[config.mk]
export PLATFORM = sky130hd
export DESIGN_NAME = snn_layer2_sched
export DESIGN_NICKNAME = d
export VERILOG_FILES = /design/src/rtl/snn_pkg.sv /design/src/rtl/snn_neuron_update.sv /design/src/rtl/snn_layer2_sched.sv
export SDC_FILE = /design/constraint.sdc
export NUM_CORES = 1
export LEC_CHECK = 0
export ABC_AREA = 1
export CAP_MARGIN = 20
export CORE_ASPECT_RATIO = 0.7
export CORE_MARGIN = 10
export CORE_UTILIZATION = 55
export DETAILED_ROUTE_END_ITERATION = 7
export HOLD_SLACK_MARGIN = 0.03
export PLACE_DENSITY = 0.86
export SKIP_CTS_REPAIR_TIMING = 1
export SYNTH_ARGS = -nofsm -noshare
export SYNTH_HDL_FRONTEND = slang
export SYNTH_SLANG_ARGS = --single-unit
[constraint.sdc]
create_clock -name clk -period 4.1 [get_ports clk]
set_clock_uncertainty 0.2 [all_clocks]
set_input_delay 0.615 -clock clk [delete_from_list [all_inputs] [get_ports clk]]
set_output_delay 0.615 -clock clk [all_outputs]
set_load 0.01 [all_outputs]
[src/rtl/snn_pkg.sv]
// Shared types and helpers for the layer-2 spiking neuron sequencer.
package snn_pkg;

    typedef enum logic [1:0] {
        IDLE = 2'd0,
        READ = 2'd1,
        ACC  = 2'd2,
        DONE = 2'd3
    } state_t;

    localparam int SPIKE_N  = 5;
    localparam int WEIGHT_W = 8;

    // Signed add clamped to the range of a w-bit two's-complement value.
    function automatic logic signed [31:0] sat_add(
        input logic signed [31:0] a,
        input logic signed [31:0] b,
        input int                 w
    );
        logic signed [32:0] sum;
        logic signed [32:0] hi;
        logic signed [32:0] lo;
        sum = 33'(a) + 33'(b);
        hi  = (33'sd1 <<< (w - 1)) - 33'sd1;
        lo  = -(33'sd1 <<< (w - 1));
        if (sum > hi) begin
            return hi[31:0];
        end else if (sum < lo) begin
            return lo[31:0];
        end
        return sum[31:0];
    endfunction

endpackage

[src/rtl/snn_neuron_update.sv]
// Combinational membrane update shared by all layer-2 neurons.
// Optional leak path enabled by defining SNN_LEAK_EN.
module snn_neuron_update
    import snn_pkg::*;
#(
    parameter int POT_W      = 12,
    parameter int THRESH     = 64,
    parameter int LEAK_SHIFT = 3
) (
    input  logic signed [POT_W-1:0]    v,
    input  logic signed [WEIGHT_W-1:0] s,
    output logic signed [POT_W-1:0]    v_next,
    output logic                       fire
);

    logic signed [POT_W-1:0] base;
    logic signed [31:0]      sum_sat;

`ifdef SNN_LEAK_EN
    // v - v/2^k never leaves the POT_W range, so no saturation is needed here.
    assign base = v - (v >>> LEAK_SHIFT);
`else
    localparam int unused_leak_shift = LEAK_SHIFT;
    assign base = v;
`endif

    assign sum_sat = sat_add(32'(base), 32'(s), POT_W);
    assign fire    = (sum_sat >= THRESH);
    assign v_next  = fire ? '0 : sum_sat[POT_W-1:0];

endmodule

[src/rtl/snn_layer2_sched.sv]
// Layer-2 sequencer: shares one external MAC across N_OUT integrate-and-fire neurons.
// Build option: SNN_LEAK_EN adds a per-timestep membrane leak.
module snn_layer2_sched
    import snn_pkg::*;
#(
    parameter int  N_OUT      = 10,
    parameter int  POT_W      = 12,
    parameter int  THRESH     = 64,
    parameter int  LEAK_SHIFT = 3,
    localparam int IDX_W      = $clog2(N_OUT)
) (
    input  logic                          clk,
    input  logic                          rst_n,
    input  logic                          start,
    input  logic                          clear_pot,
    input  logic [SPIKE_N-1:0]            spikes_in,
    output logic                          busy,
    output logic                          done,
    output logic [N_OUT-1:0]              spikes_out,
    output logic                          w_rd_en,
    output logic [IDX_W-1:0]              w_addr,
    input  logic [SPIKE_N*WEIGHT_W-1:0]   w_data,
    output logic [SPIKE_N-1:0]            mac_pixels,
    output logic [SPIKE_N*WEIGHT_W-1:0]   mac_weights,
    input  logic [WEIGHT_W-1:0]           mac_sum
);

    state_t                  state_reg;
    state_t                  state_next;
    logic [IDX_W-1:0]        idx_reg;
    logic [SPIKE_N-1:0]      spikes_reg;
    logic signed [POT_W-1:0] pot_reg [N_OUT];
    logic                    fire_reg [N_OUT];

    logic                    last_idx;
    logic                    do_clear;
    logic                    acc_en;
    logic signed [POT_W-1:0] cur_pot;
    logic signed [POT_W-1:0] upd_pot;
    logic                    upd_fire;

    assign last_idx = (idx_reg == IDX_W'(N_OUT - 1));
    assign do_clear = (state_reg == IDLE) && clear_pot;
    assign acc_en   = (state_reg == ACC);
    assign cur_pot  = pot_reg[idx_reg];

    always_comb begin
        state_next  = state_reg;
        busy        = 1'b0;
        done        = 1'b0;
        w_rd_en     = 1'b0;
        w_addr      = '0;
        mac_pixels  = '0;
        mac_weights = '0;
        case (state_reg)
            IDLE: begin
                if (start) begin
                    state_next = READ;
                end
            end
            READ: begin
                busy       = 1'b1;
                w_rd_en    = 1'b1;
                w_addr     = idx_reg;
                state_next = ACC;
            end
            ACC: begin
                busy        = 1'b1;
                mac_weights = w_data;
                mac_pixels  = spikes_reg;
                state_next  = last_idx ? DONE : READ;
            end
            DONE: begin
                done       = 1'b1;
                state_next = IDLE;
            end
            default: state_next = IDLE;
        endcase
    end

    always_ff @(posedge clk or negedge rst_n) begin
        if (!rst_n) begin
            state_reg  <= IDLE;
            idx_reg    <= '0;
            spikes_reg <= '0;
        end else begin
            state_reg <= state_next;
            if ((state_reg == IDLE) && start) begin
                idx_reg    <= '0;
                spikes_reg <= spikes_in;
            end else if (acc_en && !last_idx) begin
                idx_reg <= idx_reg + 1'b1;
            end
        end
    end

    snn_neuron_update #(
        .POT_W      (POT_W),
        .THRESH     (THRESH),
        .LEAK_SHIFT (LEAK_SHIFT)
    ) u_update (
        .v      (cur_pot),
        .s      (mac_sum),
        .v_next (upd_pot),
        .fire   (upd_fire)
    );

    // Each neuron owns its potential and spike bit; only the indexed one updates in ACC.
    for (genvar gi = 0; gi < N_OUT; gi++) begin : g_neuron
        always_ff @(posedge clk or negedge rst_n) begin
            if (!rst_n) begin
                pot_reg[gi]  <= '0;
                fire_reg[gi] <= 1'b0;
            end else if (do_clear) begin
                pot_reg[gi] <= '0;
            end else if (acc_en && (idx_reg == IDX_W'(gi))) begin
                pot_reg[gi]  <= upd_pot;
                fire_reg[gi] <= upd_fire;
            end
        end
        assign spikes_out[gi] = fire_reg[gi];
    end

endmodule

==> summary.txt, run 1 <==
Global route
  – GR met1 Demand/Resource: 0.340
  – Vias in the first global route: 7750
  – Overall routing resource usage: 0.257
  – Busiest layer in global routing: met2
  – Initial antenna violation count: 0
  – Met3 Use GR: 0.129
  – First-pass GRT wire length: 41000 um
  – Overflow after GRT: 0
  – Largest net degree at the start of global routing: 88
  – Met2 Use GR: 0.368

Outcome
  – Failing checks: DRC
  – Run status: complete, but fails checks

Worst setup path
  – Crit Path Category: register to register
  – Worst path most repeated cell: nand2_1
  – Crit-path slowest cell: dfrtp_2
  – Crit path from: idx_reg[0]
  – CP Buf/Inv Count: 4
  – Critical-path cell list: buf_4, buf_4, buf_4, a21oi_1, o21ai_0, a21oi_1, a211o_1, ha_4, nand2_1, nand2_1, a21oi_2, nand3_2, nand2_1, nand2_1, nand2_8, nand2_1, a21oi_2, nand2_4, buf_12, nand2_8, nand3_1, nand2_1
  – WP depth: 22
  – Worst reg-to-reg setup slack: 0.08 ns
  – Worst setup endpoint: pot_reg[14]
  – Worst r2r dst: pot_reg[14]
  – R2R cell count: 22
  – Slowest stage delay, CP: 0.47 ns
  – Crit path DAT: 4.18 ns
  – Reg2reg start: idx_reg[0]
  – CP top delay family: simple AND/OR/NAND/NOR gates
  – Endpoint class of the critical path: register
  – CP startpoint kind: register
  – CP required: 4.27 ns
  – Critical path peak fanout: 20

Logic synthesis
  – Syn_nets: 1198
  – Most common cell in the synthesized netlist: nand2_1
  – Yosys top cell area share: 0.437
  – Number of synthesis warnings: 0
  – Ys async rst share: 1.00
  – Register area share after synthesis: 0.437
  – Mapped Area: 8070 um2
  – Most frequent cells after synthesis: 456 x nand2_1, 141 x dfrtp_1, 114 x inv_1
  – Post-synth EDFFs: 0
  – Syn Area/Cell: 7.21 um2
  – Top cells by area, synth: dfrtp_1 44%, nand2_1 21%, nand3_1 5.6%
  – Main synth FF type: dfrtp_1
  – Unique masters post-synth: 37
  – Synth Instances: 1119
  – Flops & latches, synth: 141
  – Top cell type by total area after synthesis: dfrtp_1

Flow run
  – Max-cap violations: 0

Layout
  – Max FFs per register: 120
  – Share of layout cells above drive strength 1: 0.0965
  – ANT cells: 0
  – Design area: 10300 um2
  – Nets@finish: 1330
  – Area grow syn2layout: 27.9%
  – Final core utilization: 0.730

Clock tree
  – Clk Tree Root Cell: clkbuf_16
  – Clock Path Buffers: 2
  – Clk Latency, worst-skew pair: 0.43 ns
  – TritonCTS Buffers: 17
  – Clock-pin transition on the worst setup and hold timing paths: 0.07 ns
  – Depth of the CTS H-tree: 4
  – TritonCTS clock tree: done
  – Clock Sinks: 141

STA
  – Final period utilization: 0.980
  – # setup viols final: 0
  – Fin. max-slew vios: 0
  – Hold Fails Final Rpt: 0
  – Fmax: 0.249 GHz
  – WHS: 0.0415 ns
  – Worst Tran Pin Value: 1.06 ns
  – Final setup TNS: 0 ns
  – Max-slew headroom: 0.289
  – Final min period: 4.02 ns

Die
  – Core Rows: 36
  – IO Count: 119
  – Core area: 14100 um2
  – Die Wd: 165 um
  – Die Ht: 121 um
  – Initial Utilization: 0.571
  – Die area: 20000 um2

Placement
  – I/O Buffers: 118
  – Hpwl dp: 17700 um
  – DP Area: 9420 um2
  – Gpl congestion: 0.947

Route
  – Post-Route WL: 27900 um
  – 1st-iter DRT viols: 1330
  – Vias after detailed routing: 8491
  – Routed vias/inst: 5.84
  – Routed Antenna Nets: 0
  – Routed WL per cell: 19.2 um
  – DRC violations left: 3
  – Pre-Repair DR Iteration Count: 8

Worst hold path
  – Hold WC Path Type: input pin to async pin
[logic make-up after synthesis]
family	Yosys count	share of synthesized area
adder cells (fa/ha/maj)	22	0.0350
AO/OA/AOI/OAI	139	0.0998
flip-flops	141	0.437
AND/OR/NAND/NOR	645	0.331
XOR/XNOR	7	0.00760
buffers and inverters	165	0.0894
[area by class of cell]
class / count / area [um2]
repair buffers: 157 / 1540
multi-input cells: 818 / 3950
flip-flops and latches: 141 / 3530
well taps: 190 / 238
clock inverters: 14 / 193
inverters: 116 / 447
clock buffers: 18 / 429
fillers: 1031 / 3820
[metrics by stage]
stage,setup WS (ns),instances
after floorplan,0.547,1119
after global placement,0.0365,1402
after detailed placement,-0.0184,1402
after CTS,-0.0809,1434
after global routing,-0.0533,1454
final,0.0833,1454
[worst min path at each step]
stage,cells past startpoint,start,end
final,1,rst_n,pot_reg[96]
after detailed placement,2,pot_reg[85],pot_reg[85]
after global routing,1,rst_n,pot_reg[96]
after global placement,2,pot_reg[88],pot_reg[88]
after floorplan,0,rst_n,idx_reg[0]
after CTS,1,rst_n,pot_reg[96]
[layout by cell type, fill, tap and decap left out, types with 4 or more instances in the layout]
cell	instances
xnor2_1	4
buf_12	4
nand2_4	4
nand2_8	6
buf_4	33
clkinvlp_4	4
nor2_1	72
inv_1	113
o21ai_0	65
nor2_4	4
bufinv_16	4
dfrtp_1	140
clkdlybuf4s50_1	117
a21oi_1	20
o22ai_1	20
nand2_1	456
nand3_1	90
ha_1	19
o21ai_2	16
o21ai_1	10
nand3_2	4
clkbuf_16	18
[routing by layer]
metal	up-vias	wire, um
li1	3790	-
met1	3885	10300
met2	663	11800
met3	153	4670
met4	0	1110
met5	-	0
Power of run 1 is not shown: default switching activity piles up to over one toggle a cycle in this logic, so the estimate is an artifact.
==> inputs of run 2 (changes only) <==
REMOVE_ABC_BUFFERS = 1   (was default)
clock period = 4.9 ns   (was 4.1 ns; I/O delays follow)
==> summary.txt, run 2 (synthesized netlist as in run 1, its figures left out) <==
Global route
  – Overflow after GRT: 0
  – Vias in the first global route: 7535
  – First-pass GRT wire length: 39000 um
  – Initial antenna violation count: 0
  – Largest net degree at the start of global routing: 110
  – Overall routing resource usage: 0.241

STA
  – Max-slew headroom: 0.260
  – Hold Fails Final Rpt: 0
  – Fin. max-slew vios: 0
  – Final min period: 4.52 ns
  – # setup viols final: 0
  – Fmax: 0.221 GHz
  – RSZ-0062 raised after global routing: no
  – Final period utilization: 0.923
  – Final setup TNS: 0 ns
  – WHS: 0.251 ns
  – Worst Tran Pin Value: 1.11 ns

Layout
  – Nets@finish: 1303
  – Footprint of the multi-input gates: 3820 um2
  – Area grow syn2layout: 22.6%
  – Final cell count without fillers: 1427
  – Sequential Area: 3530 um2
  – Share of layout cells above drive strength 1: 0.0703
  – Leading cell types in the layout, fill and taps excluded: 456 x nand2_1, 140 x dfrtp_1, 117 x clkdlybuf4s50_1
  – Fillers: 1129
  – Final core utilization: 0.700
  – Design area: 9900 um2
  – Max FFs per register: 120
  – Commonest non-fill, non-tap cell in the layout: nand2_1
  – ANT cells: 0

Clock tree
  – Clock Path Buffers: 2
  – Clk Latency, worst-skew pair: 0.42 ns
  – TritonCTS Buffers: 17
  – Depth of the CTS H-tree: 4
  – Clock-pin transition on the worst setup and hold timing paths: 0.06 ns
  – TritonCTS clock tree: done
  – Clock Sinks: 141
  – Clk Tree Root Cell: clkbuf_16

Worst setup path
  – Worst reg-to-reg setup slack: 0.38 ns
  – Crit path DAT: 4.68 ns
  – Endpoint class of the critical path: register
  – Crit Path Category: register to register
  – CP startpoint kind: register
  – Crit path from: idx_reg[2]
  – Critical path peak fanout: 80
  – Reg2reg start: idx_reg[2]
  – CP required: 5.05 ns

Route
  – DRC violations left: 0
  – 1st-iter DRT viols: 971
  – M1 wire length: 9880 um
  – Routed Antenna Nets: 0
  – Routed WL per cell: 16.9 um
  – Post-Route WL: 24100 um
  – Routed met3 length: 2160 um
  – Vias after detailed routing: 7873
  – Routed wl met2: 11700 um
  – Pre-Repair DR Iteration Count: 6
  – Routed vias/inst: 5.52
  – Top routing layer in use: met4

Placement
  – Placed cell count: 1393
  – I/O Buffers: 118
  – Gpl congestion: 0.920
  – DP Area: 9330 um2
  – Hpwl dp: 16800 um

Die
  – Die area: 20000 um2
  – Core area: 14100 um2
  – Initial Utilization: 0.571
  – Die Ht: 121 um
  – Die Wd: 165 um
  – IO Count: 119
  – Core Rows: 36

Worst hold path
  – Hold WC Path Type: input pin to async pin

Power and ir drop
  – PD cells: 813 nW/um2
  – Peak VDD IR: 0.841 mV
  – P_leak: 5.46 nW

Outcome
  – Run status: complete, no violations

Flow run
  – Max-cap violations: 0
[run 2: cell count changes in the layout (fill, tap and decap cells not counted), sizes merged]
cell,previous run,this run
buf,38,18
nand2,469,464
bufinv,4,1
clkbuf,20,22
clkinvlp,4,3
[run 2: per-stage QoR]
step           worst slack, ns  total power, W
4_1_cts                  0.511         0.00794
5_1_grt                  0.102         0.00860
3_5_place_dp             0.566         0.00670
6_report                 0.378         0.00805
2_1_floorplan           0.0464         0.00499
3_3_place_gp             0.688         0.00658
[run 2: worst paths after layout]
kind	cells after the start	to
worst max register to register	19	pot_reg[40]
worst max-delay path	19	pot_reg[40]
min in group clk	2	pot_reg[46]
worst min-delay path	1	spikes_reg[1]
worst min register to register	2	pot_reg[46]
max in group asynchronous	2	pot_reg[116]
[run 2: layout make-up]
class                           instances  share of cell area
Multi-Input combinational cell        813               0.386
Sequential cell                       141               0.357
Timing Repair Buffer                  135               0.133
Clock buffer                           22              0.0469
Inverter                              116              0.0447
Tap cell                              190              0.0240
Clock inverter                         10             0.00910
[run 2: critical path, cell delays in order (launching register included)]
cell and delay [ns]:
dfrtp_1 0.42, inv_1 0.11, nor2_1 0.77, inv_1 0.33, a21oi_1 0.23, a211o_1 0.16, ha_1 0.30, nand2_1 0.09
nand2_1 0.10, a21oi_2 0.24, nand3_2 0.11, nand2_1 0.07, nand2_1 0.08, nand2_4 0.17, nand2_1 0.13, a21oi_2 0.19
nand2_4 0.09, nand2_8 0.36, nand3_1 0.18, nand2_1 0.10
[run 2: power breakdown]
part / total (W) / leakage [nW] / switching [W] / internal [W]
Sequential: 0.00175 / 1.90 / 0.000230 / 0.00152
Combinational: 0.00508 / 3.29 / 0.00357 / 0.00151
Clock: 0.00122 / 0.266 / 0.000499 / 0.000723
Total: 0.00805 / 5.46 / 0.00430 / 0.00375
[run 2: metal layers]
layer,track usage,vias up
met5,0,-
met4,0.0701,0
met3,0.0508,45
met2,0.391,375
met1,0.318,3715
li1,-,3738
Note: power is estimated with default switching activity, not from simulation.
==> inputs of run 3 (changes only) <==
CTS_CLUSTER_SIZE = 14   (was default)
TNS_END_PERCENT = 10   (was default)
==> results of run 3 <==
Final layout, timing and power as in run 2 (identical DEF).
==> edit (flow settings as in run 1) <==
Encoding of `state_t`: now one-hot (4 bits for 4 states).
--- a/src/rtl/snn_pkg.sv
+++ b/src/rtl/snn_pkg.sv
@@ -2,9 +2,9 @@
 package snn_pkg;
 
-    typedef enum logic [1:0] {
-        IDLE = 2'd0,
-        READ = 2'd1,
-        ACC  = 2'd2,
-        DONE = 2'd3
+    typedef enum logic [3:0] {
+        IDLE = 4'b0001,
+        READ = 4'b0010,
+        ACC  = 4'b0100,
+        DONE = 4'b1000
     } state_t;
 
Behaviour: same outputs for any inputs over 10 cycles, from zero or initial values and one cycle with rst_n low; not proved beyond that.
==> edit against run 1 <==
  * Final area fell by 2.6%
  * Non-clock buffer count decreased by 3
  * Largest cell class unchanged
  * Worst setup slack gained 0.051 ns
  * Area after synthesis down 1.4%
  * Sequential cell count grew 2
  * Fmax is 1.3% higher
  * Wire length shrank 5.7%
==> edit: results (changes against run 1) <==
Root Driver clkbuf_16; dpl hpwl 17.8 mm (+0.15%); reg2reg end pot_reg[29]; R2R setup slack 0.13 ns (+0.05 ns); Synthesized Nets 1152 (-3.8%); clock buffers 19 (+1); Layout Nets 1280 (-3.8%); sequential cell area share 35.6% (+1.4 points); Worst Setup SP idx_reg[0]; register area share after synthesis 45.0% (+1.3 points); VDD IR max 0.000449 V; cells after synthesis 1078 (-3.7%); inverters 116 (unchanged); placed insts 1375 (-1.9%); comb_multi_in 774 (-5.4%); Pleak 5.18 nW; hold crit path type input pin to async pin; Sw Share 47.6%; CP Max Fanout 61 (+200%); Seq cells 143 (+1.4%); Worst Tran Pin Value 1.18 ns (+0.114 ns); worst path arrival time 4.13 ns (-0.05 ns); count of non-CTS buffers in the layout 154 (-1.9%); Routed wire per std cell 18.7 um (-2.7%); # diodes 0 (unchanged); status complete, no violations; vias in the first global route 7499 (-3.2%); Final GP Congestion 0.932 (-1.6%); synth-to-layout area growth 26.3%; FP Rows 36 (unchanged); pre-CTS setup slack 0.361 ns (+0.380 ns); Iteration-0 DRC Markers 1305 (-1.9%); clock network area share 6.13% (+0.11 points); Synth Warn # 0 (unchanged); ys async rst share 100% (unchanged); minimum clock period 3.97 ns (-0.0511 ns); largest net degree at the start of global routing 98 (+11%); drt via density 5.69 (-2.6%); share of layout cells above drive strength 1 9.84% (+0.19 points); maximum clock insertion buffer count 2 (unchanged); Initial DRT Pass Iterations 6 (-2); GRT Overall Usage 25.8% (+0.076 points); max incr delay on CP 0.40 ns (-0.07 ns); top post-synthesis cells by area dfrtp_1 (45%), nand2_1 (16%), o21ai_0 (6.2%), nor2_1 (6.0%), nand3_1 (5.2%); Top FF cell, synth dfrtp_1; first-pass GRT wire length 40.5 mm (-1.4%); critical path's top delay family simple AND/OR/NAND/NOR gates; Layout fillers 1075 (+4.3%); multi-input gate area in the final layout 3680 um^2 (-7.0%); Post-synth top cells nand2_1 (334), dfrtp_1 (142), nor2_1 (127); Routed WL 26.3 mm (-5.7%); Data buffer area share 15.0% (+0.079 points); register share of total power 24.4%; CP max-delay cell dfrtp_1; Worst Reg-to-Reg Cells 20 (-9.1%); Post-DP Area 9410 um^2 (-0.16%); Unique masters post-synth 39 (+5.4%)
-- edit: cell types whose count changed after synthesis, sizes merged, moves of 2 or more --
cell / delta
clkbuf: -6
nand3: -7
ha: -5
o21ai: +15
buf: +2
nand2: -116
a21oi: +15
nor3: +7
nor2: +56
o22ai: -3
clkinv: +2
inv: -2
-- edit: per-layer routing --
metal | up-vias | share of wire [%] | global-route usage (%)
met5 | - | 0 | 0
met4 | 0 | 1.8 | 6.68
met3 | 68 | 13 | 8.20
met2 | 518 | 46 | 39.2
met1 | 3746 | 40 | 34.9
li1 | 3682 | - | -
-- edit: through the flow --
stage | power, W | hold slack [ns]
after global routing | 0.00756 | 0.133
after CTS | 0.00702 | 0.111
final | 0.00722 | 0.0509
after detailed placement | 0.00533 | 0.260
after floorplan | 0.00428 | 0.119
after global placement | 0.00525 | 0.256
-- edit: worst reg2reg max path, stage by stage (launching register included) --
cell,delay (ns)
dfrtp_1,0.40
buf_12,0.28
a21oi_1,0.14
o21ai_1,0.19
a21oi_1,0.15
a211o_1,0.35
ha_1,0.38
nand2_1,0.10
nand2_1,0.08
a21oi_2,0.21
nand3_2,0.11
nand2_1,0.07
nand2_1,0.09
nand2_4,0.18
nand2_1,0.13
a21oi_2,0.19
nand2_4,0.09
nand2_8,0.15
buf_4,0.21
nand3_1,0.11
nand2_1,0.10
-- edit: kinds of logic (layout without fill, tap and decap cells) --
group           count (synthesis)  count (layout)  share of synthesized area, %
buf+inv                       161             302                          8.84
fa+ha+maj                      17              17                          2.77
simple gates                  585             585                          31.4
compound gates                165             165                          11.2
xor+xnor                        7               7                         0.770
flops                         143             143                          45.0
